==> config.mk <==
export PLATFORM = sky130hd
export DESIGN_NAME = mlp_classifier
export DESIGN_NICKNAME = d
export VERILOG_FILES = /design/src/rtl/mlp_classifier.sv
export SDC_FILE = /design/constraint.sdc
export NUM_CORES = 1
export LEC_CHECK = 0
export ABC_AREA = 1
export BUFFER_PORTS_ARGS = -buffer_cell sky130_fd_sc_hd__buf_4
export CELL_PAD_IN_SITES_DETAIL_PLACEMENT = 1
export CELL_PAD_IN_SITES_GLOBAL_PLACEMENT = 1
export CORE_ASPECT_RATIO = 0.5
export CORE_MARGIN = 4
export CORE_UTILIZATION = 40
export DETAILED_ROUTE_END_ITERATION = 10
export GPL_ROUTABILITY_DRIVEN = 0
export GPL_TIMING_DRIVEN = 0
export PLACE_DENSITY_LB_ADDON = 0.1
export SETUP_SLACK_MARGIN = 0.3
export SLEW_MARGIN = 20
export SYNTH_ARGS = -nofsm -noshare
export SYNTH_HDL_FRONTEND = slang
export SYNTH_SLANG_ARGS = --single-unit
==> constraint.sdc <==
create_clock -name clk -period 13.85 [get_ports clk]
set_clock_uncertainty 0.05 [all_clocks]
set_input_delay 1.385 -clock clk [delete_from_list [all_inputs] [get_ports clk]]
set_output_delay 1.385 -clock clk [all_outputs]
set_load 0.005 [all_outputs]
==> src/rtl/mlp_classifier.sv <==
// N_IN-N_HID-1 sigmoid perceptron with runtime-loadable weights.
// One shared MAC and one shared PLAN sigmoid are time-multiplexed by the FSM.
module mlp_classifier #(
  parameter int unsigned N_IN    = 2,
  parameter int unsigned N_HID   = 2,
  parameter int unsigned DATA_W  = 16,
  parameter int unsigned FRAC_W  = 10,
  localparam int unsigned W_DEPTH = N_HID * (N_IN + 1) + N_HID + 1,
  localparam int unsigned AW      = $clog2(W_DEPTH)
) (
  input  logic                     clk,
  input  logic                     rst,
  input  logic                     en,
  input  logic                     in_valid,
  output logic                     in_ready,
  input  logic [N_IN*DATA_W-1:0]   x_in,
  input  logic                     w_we,
  input  logic [AW-1:0]            w_addr,
  input  logic [DATA_W-1:0]        w_data,
  output logic                     out_valid,
  input  logic                     out_ready,
  output logic [DATA_W-1:0]        y,
  output logic                     cl,
  output logic                     busy
);

  localparam int unsigned MX    = (N_IN > N_HID) ? N_IN : N_HID;
  localparam int unsigned PW    = 2 * DATA_W;
  localparam int unsigned ACC_W = PW + $clog2(MX + 1);
  localparam int unsigned XIW   = (N_IN > 1) ? $clog2(N_IN) : 1;
  localparam int unsigned HIW   = (N_HID > 1) ? $clog2(N_HID) : 1;
  localparam int unsigned CW    = (XIW > HIW) ? XIW : HIW;
  localparam int unsigned OB    = N_HID * (N_IN + 1);
  localparam int unsigned AB    = DATA_W + 1;

  localparam logic [AB-1:0]     ONE   = AB'(1) << FRAC_W;
  localparam logic [AB-1:0]     T_5   = AB'(5) << FRAC_W;
  localparam logic [AB-1:0]     T_2P4 = AB'(19) << (FRAC_W - 3);
  localparam logic [AB-1:0]     C_HI  = AB'(27) << (FRAC_W - 5);
  localparam logic [AB-1:0]     C_MID = AB'(5) << (FRAC_W - 3);
  localparam logic [AB-1:0]     C_LO  = AB'(1) << (FRAC_W - 1);
  localparam logic [DATA_W-1:0] HALF  = DATA_W'(1) << (FRAC_W - 1);

  typedef enum logic [2:0] {
    ST_IDLE, ST_HBIAS, ST_HMAC, ST_HACT, ST_OBIAS, ST_OMAC, ST_OACT, ST_DONE
  } state_e;

  state_e state_q, state_d;

  logic signed [DATA_W-1:0] w_q   [W_DEPTH];
  logic signed [DATA_W-1:0] x_q   [N_IN];
  logic signed [DATA_W-1:0] hid_q [N_HID];
  logic        [HIW-1:0]    hidx_q;
  logic        [CW-1:0]     idx_q;
  logic signed [ACC_W-1:0]  acc_q;
  logic        [DATA_W-1:0] y_q;
  logic                     cl_q;
  logic                     out_valid_q;

  logic        [AW-1:0]     widx_c;
  logic signed [DATA_W-1:0] wsel_c, opnd_c, sat_c;
  logic signed [PW-1:0]     prod_c, term_c;
  logic signed [ACC_W-1:0]  bias_ext_c, term_ext_c;
  logic        [DATA_W-1:0] sig_c;
  logic                     accept_c, wr_c;

  // PLAN sigmoid on a saturated activation; negative inputs mirror around 0.5
  function automatic logic [DATA_W-1:0] sig_f(input logic signed [DATA_W-1:0] v);
    logic [AB-1:0] ext, a, f;
    ext = {v[DATA_W-1], v};
    a   = v[DATA_W-1] ? (~ext + AB'(1)) : ext;
    if (a >= T_5)        f = ONE;
    else if (a >= T_2P4) f = (a >> 5) + C_HI;
    else if (a >= ONE)   f = (a >> 3) + C_MID;
    else                 f = (a >> 2) + C_LO;
    if (v[DATA_W-1]) f = ONE - f;
    return DATA_W'(f);
  endfunction

  assign in_ready  = rst & en & (state_q == ST_IDLE);
  assign busy      = (state_q != ST_IDLE);
  assign out_valid = out_valid_q;
  assign y         = y_q;
  assign cl        = cl_q;
  assign accept_c  = in_valid & in_ready;
  assign wr_c      = w_we & en & (state_q == ST_IDLE) &
                     ({1'b0, w_addr} < (AW + 1)'(W_DEPTH));

  // Weight address and second MAC operand for the current step
  always_comb begin
    widx_c = '0;
    opnd_c = '0;
    case (state_q)
      ST_HBIAS: widx_c = AW'(hidx_q) * AW'(N_IN + 1) + AW'(N_IN);
      ST_HMAC: begin
        widx_c = AW'(hidx_q) * AW'(N_IN + 1) + AW'(idx_q);
        opnd_c = x_q[idx_q[XIW-1:0]];
      end
      ST_OBIAS: widx_c = AW'(OB + N_HID);
      ST_OMAC: begin
        widx_c = AW'(OB) + AW'(idx_q);
        opnd_c = hid_q[idx_q[HIW-1:0]];
      end
      default: ;
    endcase
  end

  assign wsel_c     = w_q[widx_c];
  assign prod_c     = wsel_c * opnd_c;
  assign term_c     = prod_c >>> FRAC_W;
  assign bias_ext_c = $signed({{(ACC_W - DATA_W){wsel_c[DATA_W-1]}}, wsel_c});
  assign term_ext_c = $signed({{(ACC_W - PW){term_c[PW-1]}}, term_c});

  // Clamp the accumulator to a signed DATA_W value
  always_comb begin
    if (acc_q[ACC_W-1:DATA_W-1] == {(ACC_W - DATA_W + 1){acc_q[ACC_W-1]}})
      sat_c = acc_q[DATA_W-1:0];
    else if (acc_q[ACC_W-1])
      sat_c = {1'b1, {(DATA_W - 1){1'b0}}};
    else
      sat_c = {1'b0, {(DATA_W - 1){1'b1}}};
  end

  assign sig_c = sig_f(sat_c);

  always_ff @(posedge clk or negedge rst) begin
    if (!rst) state_q <= ST_IDLE;
    else      state_q <= state_d;
  end

  always_comb begin
    state_d = state_q;
    if (en) begin
      case (state_q)
        ST_IDLE:  if (accept_c) state_d = ST_HBIAS;
        ST_HBIAS: state_d = ST_HMAC;
        ST_HMAC:  if (idx_q == CW'(N_IN - 1)) state_d = ST_HACT;
        ST_HACT:  state_d = (hidx_q == HIW'(N_HID - 1)) ? ST_OBIAS : ST_HBIAS;
        ST_OBIAS: state_d = ST_OMAC;
        ST_OMAC:  if (idx_q == CW'(N_HID - 1)) state_d = ST_OACT;
        ST_OACT:  state_d = ST_DONE;
        ST_DONE:  if (out_valid_q && out_ready) state_d = ST_IDLE;
        default:  state_d = ST_IDLE;
      endcase
    end
  end

  // Datapath: weights, latched sample, accumulator, hidden activations, result
  always_ff @(posedge clk or negedge rst) begin
    if (!rst) begin
      for (int k = 0; k < W_DEPTH; k++) w_q[k] <= '0;
      for (int k = 0; k < N_IN; k++)    x_q[k] <= '0;
      for (int k = 0; k < N_HID; k++)   hid_q[k] <= '0;
      hidx_q      <= '0;
      idx_q       <= '0;
      acc_q       <= '0;
      y_q         <= '0;
      cl_q        <= 1'b0;
      out_valid_q <= 1'b0;
    end else if (en) begin
      if (wr_c) w_q[w_addr] <= w_data;
      case (state_q)
        ST_IDLE: if (accept_c) begin
          for (int k = 0; k < N_IN; k++) x_q[k] <= x_in[k*DATA_W +: DATA_W];
          hidx_q <= '0;
        end
        ST_HBIAS, ST_OBIAS: begin
          acc_q <= bias_ext_c;
          idx_q <= '0;
        end
        ST_HMAC, ST_OMAC: begin
          acc_q <= acc_q + term_ext_c;
          idx_q <= idx_q + CW'(1);
        end
        ST_HACT: begin
          hid_q[hidx_q] <= sig_c;
          if (hidx_q != HIW'(N_HID - 1)) hidx_q <= hidx_q + HIW'(1);
        end
        ST_OACT: begin
          y_q  <= sig_c;
          cl_q <= (sig_c >= HALF);
        end
        ST_DONE: begin
          if (!out_valid_q)    out_valid_q <= 1'b1;
          else if (out_ready)  out_valid_q <= 1'b0;
        end
        default: ;
      endcase
    end
  end

endmodule

# Yosys cells after proc, flatten, opt, wreduce, memory -nomap -nowiden
# Index checks and enable logic that the tools add are counted.
# word_totals
ff_bits	265
input_bits	58
output_inout_bits	20
elab_cells	121
# op_classes
add_sub_neg	11
mul	2
magnitude_cmp	11
n_eq_ne	12
mux	37
n_bitwise	11
n_reduce_logical	17
# ops
cell	n
16-bit two-way mux	16
144-bit bitwise mux	1
34-bit one-hot mux with 2 select lines	1
16-bit binary-select mux with 4-bit select	1
16-bit demux with 4-bit select	1
34-bit by 22-bit adder with 34-bit output	1
32-bit bitwise mux	1
16-bit by 16-bit multiplier with 32-bit output	1
16-bit one-hot mux with 2 select lines	1
3-bit one-hot mux with 8 select lines	1
18-bit equality test	1
17-bit by 1-bit adder with 17-bit output, second input constant	1
17-bit by 11-bit greater-or-equal comparator with 1-bit output, second input constant	1
17-bit by 12-bit greater-or-equal comparator with 1-bit output, second input constant	1
17-bit by 13-bit greater-or-equal comparator with 1-bit output, second input constant	1
17-bit two-way mux	1
17-bit inverter	1
15-bit by 10-bit adder with 16-bit output, second input constant	1
16-bit demux with 1-bit select	1
16-bit by 10-bit greater-or-equal comparator with 1-bit output, second input constant	1
4-bit one-hot mux with 4 select lines	1
11-bit by 16-bit subtractor with 16-bit output, first input constant	1
14-bit by 10-bit adder with 15-bit output, second input constant	1
3-bit two-way mux	5
other kinds (28)	58

# Depth between registers and ports, before layout
# Gate-level depths: netlist of run 1.
# logic_depth
ltp_word	12
mapped_depth	56

# Worst setup path before layout of run 1
# OpenSTA, ideal clock, no wires.
# synth_path
kind	reg2reg
startpoint	register idx_q
endpoint	register acc_q[27]
setup_ns	0.133
arrival_time_ns	10.009
slack_ns	3.659
path_stages_with_launch	53
path_buffers	6
period_less_slack_ns	10.191
path_cell_list	dfrtp_1 -> inv_1 -> clkbuf_1 -> clkbuf_1 -> ha_1 -> inv_1 -> nand2_1 -> nand2_1 -> buf_2 -> buf_2 -> buf_2 -> buf_2 -> nand2_1 -> a32o_1 -> nand2_1 -> nand4_1 -> o21ai_1 -> clkinv_1 -> (+17 left out) -> ha_1 -> a21oi_1 -> nand2_1 -> a21o_1 -> a21oi_1 -> o21ai_0 -> a21boi_0 -> inv_1 -> a21oi_1 -> inv_1 -> nand2_1 -> nand2_1 -> a21o_1 -> a21oi_1 -> o21ai_0 -> or2_2 -> nand3_1 -> a21oi_1
# synth_between
elab_chain_len	9
# synth_lines
element	line	source
start: declaration	54	logic [CW-1:0] idx_q;
start signal: assignment	173	idx_q <= idx_q + CW'(1);
3-bit by 1-bit adder with 4-bit output (on tied branches)	101, 96	
4-bit one-hot mux with 4 select lines	93	case (state_q)
4-bit inverter with 5-bit output (not written as such)	108	assign wsel_c = w_q[widx_c];
16-bit binary-select mux with 4-bit select	108	
16-bit two-way mux (not written as such) (2 in series)	108	
16-bit by 16-bit multiplier with 32-bit output	109	assign prod_c = wsel_c * opnd_c;
34-bit by 22-bit adder with 34-bit output	172	acc_q <= acc_q + term_ext_c;
34-bit one-hot mux with 2 select lines (*)	162	case (state_q)
end signal: assignment	168	acc_q <= bias_ext_c;
end signal: assignment	172	
end: declaration	55	logic signed [ACC_W-1:0] acc_q;
# Every way passes the cells marked *; elsewhere a longest branch is shown, timed or not. The select of a mux whose other input is x is not followed.
# A chain may end at the register's enable or synchronous reset.

# Final worst setup path of run 1
# Same ends and word-level chain as after synthesis.

==> results of run 1 <==
## worst min-delay path, cell delays in order, from the launching register on
cell and delay (ps):
dfrtp_1 340, nand2_1 60, nand2_1 50
## synth_stat cells (all sizes together) (3+ instances only)
| master | number |
|---|---|
| a21o | 5 |
| a21oi | 152 |
| a221oi | 7 |
| a311o | 7 |
| a31oi | 7 |
| a32o | 6 |
| buf | 31 |
| clkbuf | 82 |
| clkinv | 13 |
| dfrtp | 265 |
| fa | 262 |
| ha | 125 |
| inv | 501 |
| mux2i | 4 |
| nand2 | 832 |
| nand3 | 131 |
| nand3b | 5 |
| nand4 | 35 |
| nor2 | 325 |
| nor3 | 10 |
| nor4 | 5 |
| o211ai | 12 |
| o21a | 11 |
| o21ai | 277 |
| o221ai | 20 |
| o22ai | 3 |
| or2 | 16 |
| xnor2 | 20 |
| xor2 | 33 |
## per-stage QoR
stage	setup slack, ps	hold WS [ps]
final	1210	430
after CTS	352	432
after floorplan	3660	391
after global routing	371	446
after global placement	-479	410
after detailed placement	193	410
## area by class of cell
class | count | share of cell area (%)
plain buffers | 113 | 1.73
multi-input cells | 2323 | 57.2
clock buffers | 33 | 2.70
flip-flops and latches | 265 | 23.9
inverters | 514 | 6.96
repair buffers | 84 | 2.51
diodes | 2 | 0.0180
well taps | 825 | 3.72
clock inverters | 19 | 1.29
## registers in the layout, indices dropped and copies added (netlist names)
| name | flops |
|---|---|
| x_q | 32 |
| idx_q | 1 |
| hid_q | 32 |
| w_q | 144 |
| out_valid | 1 |
| hidx_q | 1 |
| cl | 1 |
| y | 16 |
| state_q | 3 |
| acc_q | 34 |
## metal layers
layer	vias up	part of all wire, %	GRT usage (%)	wire (um)
li1	10300	-	-	-
met1	11200	48	37.3	40800
met2	410	45	42.2	38400
met3	109	5.0	4.17	4300
met4	2	2.0	5.06	1690
met5	-	0.011	0	9
## layout by cell type, fill, tap and decap left out, types with 10 or more instances in the layout
master / netlist / layout
buf_2: 14 / 16
xor2_1: 32 / 32
ha_1: 125 / 125
o21ai_1: 29 / 24
nor2_2: 10 / 10
nor2_1: 314 / 314
inv_1: 489 / 489
o21ai_0: 246 / 245
o21a_1: 11 / 11
nand2_1: 804 / 804
clkbuf_16: 0 / 28
clkinv_1: 13 / 11
xnor2_1: 20 / 20
o221ai_1: 20 / 18
a21oi_1: 152 / 152
nand4_1: 35 / 35
buf_4: 3 / 80
dfrtp_1: 265 / 265
clkbuf_1: 82 / 81
inv_2: 12 / 12
o211ai_1: 11 / 11
nand3_1: 123 / 123
or2_2: 16 / 16
fa_1: 262 / 262
nand2_2: 24 / 24
## worst min-delay path by stage
stage	startpoint	end	slack, ps	cells past startpoint
floorplan	x_q[18]	x_q[18]	390	2
global placement	x_q[20]	x_q[20]	410	2
detailed placement	x_q[20]	x_q[20]	410	2
CTS	x_q[18]	x_q[18]	430	2
global route	x_q[8]	x_q[8]	450	2
finish	x_q[18]	x_q[18]	430	2
## cells by family after synthesis
family                     Yosys count  share of synthesized area, %
AOI/OAI and AO/OA                  520                          11.7
xor gates and xnor gates            53                          1.90
adders and majority gates          387                          27.4
buffers and inverters              627                          9.67
DFF                                265                          26.7
muxes                                4                         0.161
and+or+nand+nor                   1359                          22.5
## timing repair
item                                    in CTS  in global routing
resized for setup                            2                  9
cloned                                       0                  0
endpoints found under the setup margin       4                 16
pin swaps                                    0                  0
hold buffers                                 0                  0
==> impl_metrics.tcl, run 1 <==
set metrics [dict create \
    place_inst 4124 \
    crit_start "idx_q" \
    placed_cell_area_um2 26700 \
    regToRegStartpoint "idx_q" \
    hold_path_class "reg2reg" \
    die_area_um2 66500 \
    cpPeakStageDelay_ps 530 \
    rows 64 \
    start_kind "flip-flop" \
    clkLatencyLatePin_ps 610 \
    maxSlewHeadroom_pct 27.9 \
    hold_violations 0 \
    fillCellCount 7655 \
    critPathKind "reg2reg" \
    max_freq_mhz 79.1 \
    critPathCapture "acc_q[27]" \
    grt_usage_pct 26.0 \
    multiInputGateArea_um2 15900 \
    final_util_pct 45.3 \
    syn2layout_area_growth_pct 11.6 \
    avgRoutedWirePerCell_um 20.4 \
    cp_top_family "adder cells" \
    synth_area_leader_cell "dfrtp_1" \
    mappedNetlistNets 3660 \
    dp_hpwl_mm 68.1 \
    ys_ff_latch 265 \
    cap_violations 0 \
    synth_area_um2 24900 \
    crit_required_ps 14260 \
    root_buffer "clkbuf_16" \
    drc_errors 0 \
    critPathCaptureType "flip-flop" \
    clkTransAtPathRegs_ps 70 \
    rsz0062_at_grt "false" \
    syn_avg_cell_area_um2 7.74 \
    slew_violations 0 \
    cts.sinks 265 \
    drt_iter0_drc 1403 \
    drive_above_1_share_pct 7.55 \
    die_x_um 361 \
    cp_data_arrival_time_ps 13050 \
    initial_core_util_pct 40.6 \
    numCtsBuffers 28 \
    fin_crit_sh_pct 91.3 \
    yosysWarnings 0 \
    fin_cells 4178 \
    r2r_cells 51 \
    fin_crit_ps 12640 \
    r2r_end "acc_q[27]" \
    ant_nets 0 \
    seq_area_um2 6630 \
    synth_cells 3215 \
    crit_cells 51 \
    synth_edf_count 0 \
    cp_num_buf_inv 15 \
    dieHeight_um 184 \
    tightest_slew_ps 1080 \
    fin_area_um2 27800 \
    coreArea_um2 61300 \
    synth-seq-area-share_pct 26.7 \
    finalNetCount 3774 \
    crit_top_cell "inv_1" \
    cts_tree "done" \
    grt_overflow_total 0 \
    antenna_found_initial 2 \
    status "completed" \
    io_pins 78 \
    cts_max_path_buffers 3 \
    vias_per_cell 5.27 \
    synth_top_cell_area_share_pct 26.7 \
    post_cts_buffers 0 \
    worstPathMaxFanout 10 \
    synth-async-reset-ratio_pct 100 \
    setup_violations 0 \
    grt_pass1_wl_mm 136 \
    synth_cell_types 52 \
    grt_pass1_vias 23500 \
    grt_max_degree 83 \
    ys_top_cells_by_area "dfrtp_1 (27%), fa_1 (21%), nand2_1 (12%)" \
    firstDrtPassIters 5 \
    dr_total_vias 22000 \
    ys.flop_type "dfrtp_1" \
    io_buffers 77 \
    fin_tns_setup_ps 0 \
    wirelength_mm 85.2 \
    slowest_stage "fa_1" \
    htree_levels 1 \
    r2r_slack_ps 1210 \
]
Power of run 1 is not shown: default switching activity piles up to over one toggle a cycle in this logic, so the estimate is an artifact.
==> run 2, diff against run 1 <==
--- a/config.mk
+++ b/config.mk
@@ -6,13 +6,13 @@
 export NUM_CORES = 1
 export LEC_CHECK = 0
 export ABC_AREA = 1
-export BUFFER_PORTS_ARGS = -buffer_cell sky130_fd_sc_hd__buf_4
 export CELL_PAD_IN_SITES_DETAIL_PLACEMENT = 1
 export CELL_PAD_IN_SITES_GLOBAL_PLACEMENT = 1
 export CORE_ASPECT_RATIO = 0.5
 export CORE_MARGIN = 4
 export CORE_UTILIZATION = 40
 export DETAILED_ROUTE_END_ITERATION = 10
+export DONT_BUFFER_PORTS = 1
 export GPL_ROUTABILITY_DRIVEN = 0
 export GPL_TIMING_DRIVEN = 0
 export PLACE_DENSITY_LB_ADDON = 0.1
==> run 2 against run 1 <==
Net effect: sequential cell count is the same; register-to-register slack better by 100 ps; first-iteration DRC count down 10%; critical endpoint unchanged; utilization down 1.3 points; critical path type unchanged.
==> impl_metrics.tcl, run 2 (same netlist as run 1, synthesis figures left out) <==
set metrics [dict create \
    status "completed" \
    finalNetCount 3694 \
    clkLatencyLatePin_ps 620 \
    initial_core_util_pct 40.6 \
    avgRoutedWirePerCell_um 20.5 \
    largest_reg_flops 144 \
    root_buffer "clkbuf_16" \
    grt_usage_pct 25.7 \
    cts_hold_buffers 0 \
    io_pins 78 \
    htree_levels 1 \
    die_area_um2 66500 \
    critPathCaptureType "flip-flop" \
    cts_max_path_buffers 3 \
    r2r_cells 53 \
    dieHeight_um 184 \
    drc_errors 0 \
    slowest_stage "fa_1" \
    cp_top_family "adder cells" \
    ant_nets 0 \
    layout_commonest_cell "nand2_1" \
    r2r_end "acc_q[27]" \
    rows 64 \
    numCtsBuffers 28 \
    final_cell_mix "nand2_1 (804), inv_1 (489), nor2_1 (314)" \
    crit_required_ps 14240 \
    cts.sinks 265 \
    grt_max_degree 267 \
    cap_violations 0 \
    firstDrtPassIters 5 \
    antenna_cells 0 \
    grt_pass1_vias 23200 \
    clkTransAtPathRegs_ps 70 \
    vias_per_cell 5.24 \
    crit_top_cell "inv_1" \
    slew_violations 0 \
    die_x_um 361 \
    cpPeakStageDelay_ps 530 \
    critPathKind "reg2reg" \
    reg_top3 "w_q x144, acc_q x34" \
    antenna_found_initial 1 \
    max_freq_mhz 79.8 \
    dr_total_vias 21500 \
    drt_iter0_drc 1262 \
    tightest_slew_ps 930 \
    wirelength_mm 84.0 \
    io_buffers 0 \
    regToRegStartpoint "idx_q" \
    post-place-ws_ps 112 \
    grt_pass1_wl_mm 134 \
    start_kind "flip-flop" \
    drive_above_1_share_pct 5.41 \
    setup_violations 0 \
    r2r_slack_ps 1310 \
    grt_overflow_total 0 \
    fin_crit_sh_pct 90.5 \
    cp_data_arrival_time_ps 12930 \
    fillCellCount 7614 \
    hold_path_class "in2async" \
    syn2layout_area_growth_pct 8.33 \
    top_register "w_q" \
    cp_num_buf_inv 16 \
    worstPathMaxFanout 10 \
    coreArea_um2 61300 \
    maxSlewHeadroom_pct 38.0 \
    rsz0062_at_grt "false" \
    cts_tree "done" \
    hold_violations 0 \
    setup_slack_ps 1310 \
    fin_crit_ps 12540 \
    dp_hpwl_mm 67.2 \
]
==> run 2: cell types whose count changed in the layout (fill, tap and decap cells not counted), moves of 2 or more <==
cell	previous run	this run
clkbuf_1	81	78
buf_16	3	0
clkinvlp_4	1	4
clkinv_2	7	10
clkbuf_2	5	8
bufinv_16	9	2
buf_4	80	3
diode_2	2	0
==> run 2: routing by layer <==
layer  global-route usage [%]  routed length [um]  vias to the layer above
met5                        0                   0                        -
met4                     4.89                1540                        0
met3                     4.63                4050                       96
met2                     41.8               37800                      353
met1                     36.3               40700                    10800
li1                         -                   -                    10200
==> run 2: cell type report <==
class / instances / area [um^2] / area share [%]
inverter: 514 / 1930 / 7.17
timing repair buffer: 4 / 32.5 / 0.121
multi-input combinational: 2323 / 15900 / 59.0
clock inverter: 17 / 181 / 0.673
sequential: 265 / 6630 / 24.6
buffer: 113 / 485 / 1.80
clock buffer: 33 / 759 / 2.82
tap: 825 / 1030 / 3.83
==> run 2: timing repair <==
item / in CTS / in global routing
resized for setup: 3 / 14
setup buffers: 0 / 0
setup endpoints to repair: 4 / 16
hold endpoints to repair: 0 / 0
==> run 2: stage by stage <==
step	util [%]	instance area (um^2)	instances	TNS, ps	hold slack [ps]
after global routing	43.9	26900	4094	0	374
final	43.9	26900	4094	0	411
after global placement	42.2	25900	4040	-1740	410
after CTS	43.9	26900	4093	0	374
after floorplan	-	24900	3215	0	391
after detailed placement	42.3	26000	4043	0	415
==> run 2: worst max-delay path by stage <==
| stage | to | slack (ps) | start | cells after the start |
|---|---|---|---|---|
| after global placement | acc_q[27] | -440 | idx_q | 51 |
| after global routing | acc_q[31] | 410 | idx_q | 55 |
| after detailed placement | acc_q[27] | 110 | idx_q | 51 |
| after floorplan | acc_q[27] | 3660 | idx_q | 52 |
| after CTS | acc_q[27] | 340 | idx_q | 51 |
| final | acc_q[27] | 1310 | idx_q | 53 |
Power of run 2 is left out for the same reason.
==> run 3, diff against run 2 <==
--- a/config.mk
+++ b/config.mk
@@ -14,9 +14,8 @@
 export DETAILED_ROUTE_END_ITERATION = 10
 export DONT_BUFFER_PORTS = 1
 export GPL_ROUTABILITY_DRIVEN = 0
-export GPL_TIMING_DRIVEN = 0
 export PLACE_DENSITY_LB_ADDON = 0.1
-export SETUP_SLACK_MARGIN = 0.3
+export SETUP_SLACK_MARGIN = 0.2
 export SLEW_MARGIN = 20
 export SYNTH_ARGS = -nofsm -noshare
 export SYNTH_HDL_FRONTEND = slang
==> constraint.sdc (replaced) <==
create_clock -name clk -period 10.25 [get_ports clk]
set_clock_uncertainty 0.05 [all_clocks]
set_input_delay 1.025 -clock clk [delete_from_list [all_inputs] [get_ports clk]]
set_output_delay 1.025 -clock clk [all_outputs]
set_load 0.005 [all_outputs]
==> run 3 against run 2 <==
Net effect: maximum frequency up 32%; global-route usage shrank 0.66 points; utilization is 1.5 points higher; sequential share of layout area shrank 0.79 points; clock-buffer cell count up 3.
==> impl_metrics.tcl, run 3 (same netlist as run 1, synthesis figures left out) <==
set metrics [dict create \
    clkTransAtPathRegs_ps 70 \
    antenna_found_initial 0 \
    critPathKind "reg2reg" \
    cts_tree "done" \
    slew_violations 0 \
    critPathCaptureType "flip-flop" \
    dieHeight_um 184 \
    hold_path_class "in2async" \
    tightest_slew_ps 1100 \
    crit_required_ps 10690 \
    vias_per_cell 5.22 \
    grt_usage_pct 25.0 \
    r2r_slack_ps 720 \
    avgRoutedWirePerCell_um 20.2 \
    cts.sinks 265 \
    initial_core_util_pct 40.6 \
    finalNetCount 3703 \
    drt_iter0_drc 1301 \
    regToRegStartpoint "hidx_q" \
    grt_pass1_vias 22800 \
    worstPathMaxFanout 24 \
    setup_violations 0 \
    layout_commonest_cell "nand2_1" \
    critPathCapture "acc_q[30]" \
    grt_overflow_total 0 \
    coreArea_um2 61300 \
    firstDrtPassIters 5 \
    slowest_stage "fa_1" \
    reg_top3 "w_q x144, acc_q x34" \
    cap_violations 0 \
    io_buffers 0 \
    fillCellCount 7553 \
    cts_hold_buffers 0 \
    wirelength_mm 83.1 \
    max_freq_mhz 105 \
    dr_total_vias 21400 \
    status "completed" \
    grt_max_degree 267 \
    clkLatencyLatePin_ps 600 \
    r2r_cells 45 \
    crit_start "hidx_q" \
    largest_reg_flops 144 \
    fin_tns_setup_ps 0 \
    drive_above_1_share_pct 10.9 \
    syn2layout_area_growth_pct 12.0 \
    multiInputGateArea_um2 16200 \
    die_area_um2 66500 \
    numCtsBuffers 27 \
    cpPeakStageDelay_ps 610 \
    fin_crit_sh_pct 92.9 \
    drc_errors 0 \
    io_pins 78 \
    dp_hpwl_mm 64.0 \
    fin_crit_ps 9530 \
    r2r_end "acc_q[30]" \
    grt_pass1_wl_mm 131 \
    hold_violations 0 \
    cts_max_path_buffers 3 \
    rsz0062_at_grt "false" \
    htree_levels 1 \
    seq_area_um2 6640 \
    die_x_um 361 \
    start_kind "flip-flop" \
    ant_nets 0 \
    maxSlewHeadroom_pct 26.2 \
    cp_data_arrival_time_ps 9960 \
    root_buffer "clkbuf_16" \
    antenna_cells 0 \
    top_register "w_q" \
    rows 64 \
    final_cell_mix "nand2_1 (793), inv_1 (484), nor2_1 (301)" \
]
## run 3: per-stage QoR
stage	area, um^2	util [%]	std cells	hold WS [ps]	setup WS [ps]
3_3_place_gp	26300	42.8	4031	410	81.5
2_1_floorplan	24900	-	3215	391	266
6_report	27900	45.4	4104	90.5	724
3_5_place_dp	26300	42.8	4031	411	19.4
5_1_grt	27900	45.4	4104	55.3	168
4_1_cts	27200	44.4	4081	53.0	202
## run 3: worst max-delay path, delay by kind of cell, from the launching register on
kind            cells  cell delay, ps
xor+xnor            1             220
compound gates     15            2660
buf+inv             8             730
simple gates       11            1060
flops               1             460
fa+ha+maj          10            4210
## run 3: repair_timing
action / 4_1_cts / 5_1_grt
pin swaps: 1 / 14
resized for setup: 10 / 119
endpoints found under the setup margin: 7 / 19
gates cloned: 0 / 1
buffers inserted: 0 / 22
## run 3: worst min-delay path by stage
stage / startpoint / to / slack (ps) / depth (start not counted)
floorplan: x_q[18] / x_q[18] / 390 / 2
global placement: x_q[18] / x_q[18] / 410 / 2
detailed placement: x_q[20] / x_q[20] / 410 / 2
CTS: rst / w_q[92] / 50 / 0
global route: rst / w_q[48] / 60 / 0
finish: rst / w_q[48] / 90 / 0
## run 3: layer usage
layer  vias up  wire length, um  GRT usage [%]
met5         -                0              0
met3        78             3570           3.14
met2       344            37700           40.4
li1      10200                -              -
met1     10800            40400           36.6
met4         0             1390           4.49
## run 3: area by class of cell
| type | instances | share of cell area [%] |
|---|---|---|
| clock buffer | 36 | 2.83 |
| clock inverter | 14 | 0.530 |
| inverter | 514 | 7.04 |
| multi-input combinational | 2323 | 58.3 |
| sequential | 265 | 23.8 |
| tap | 825 | 3.71 |
| timing repair buffer | 127 | 3.75 |
Power of run 3 is left out for the same reason.
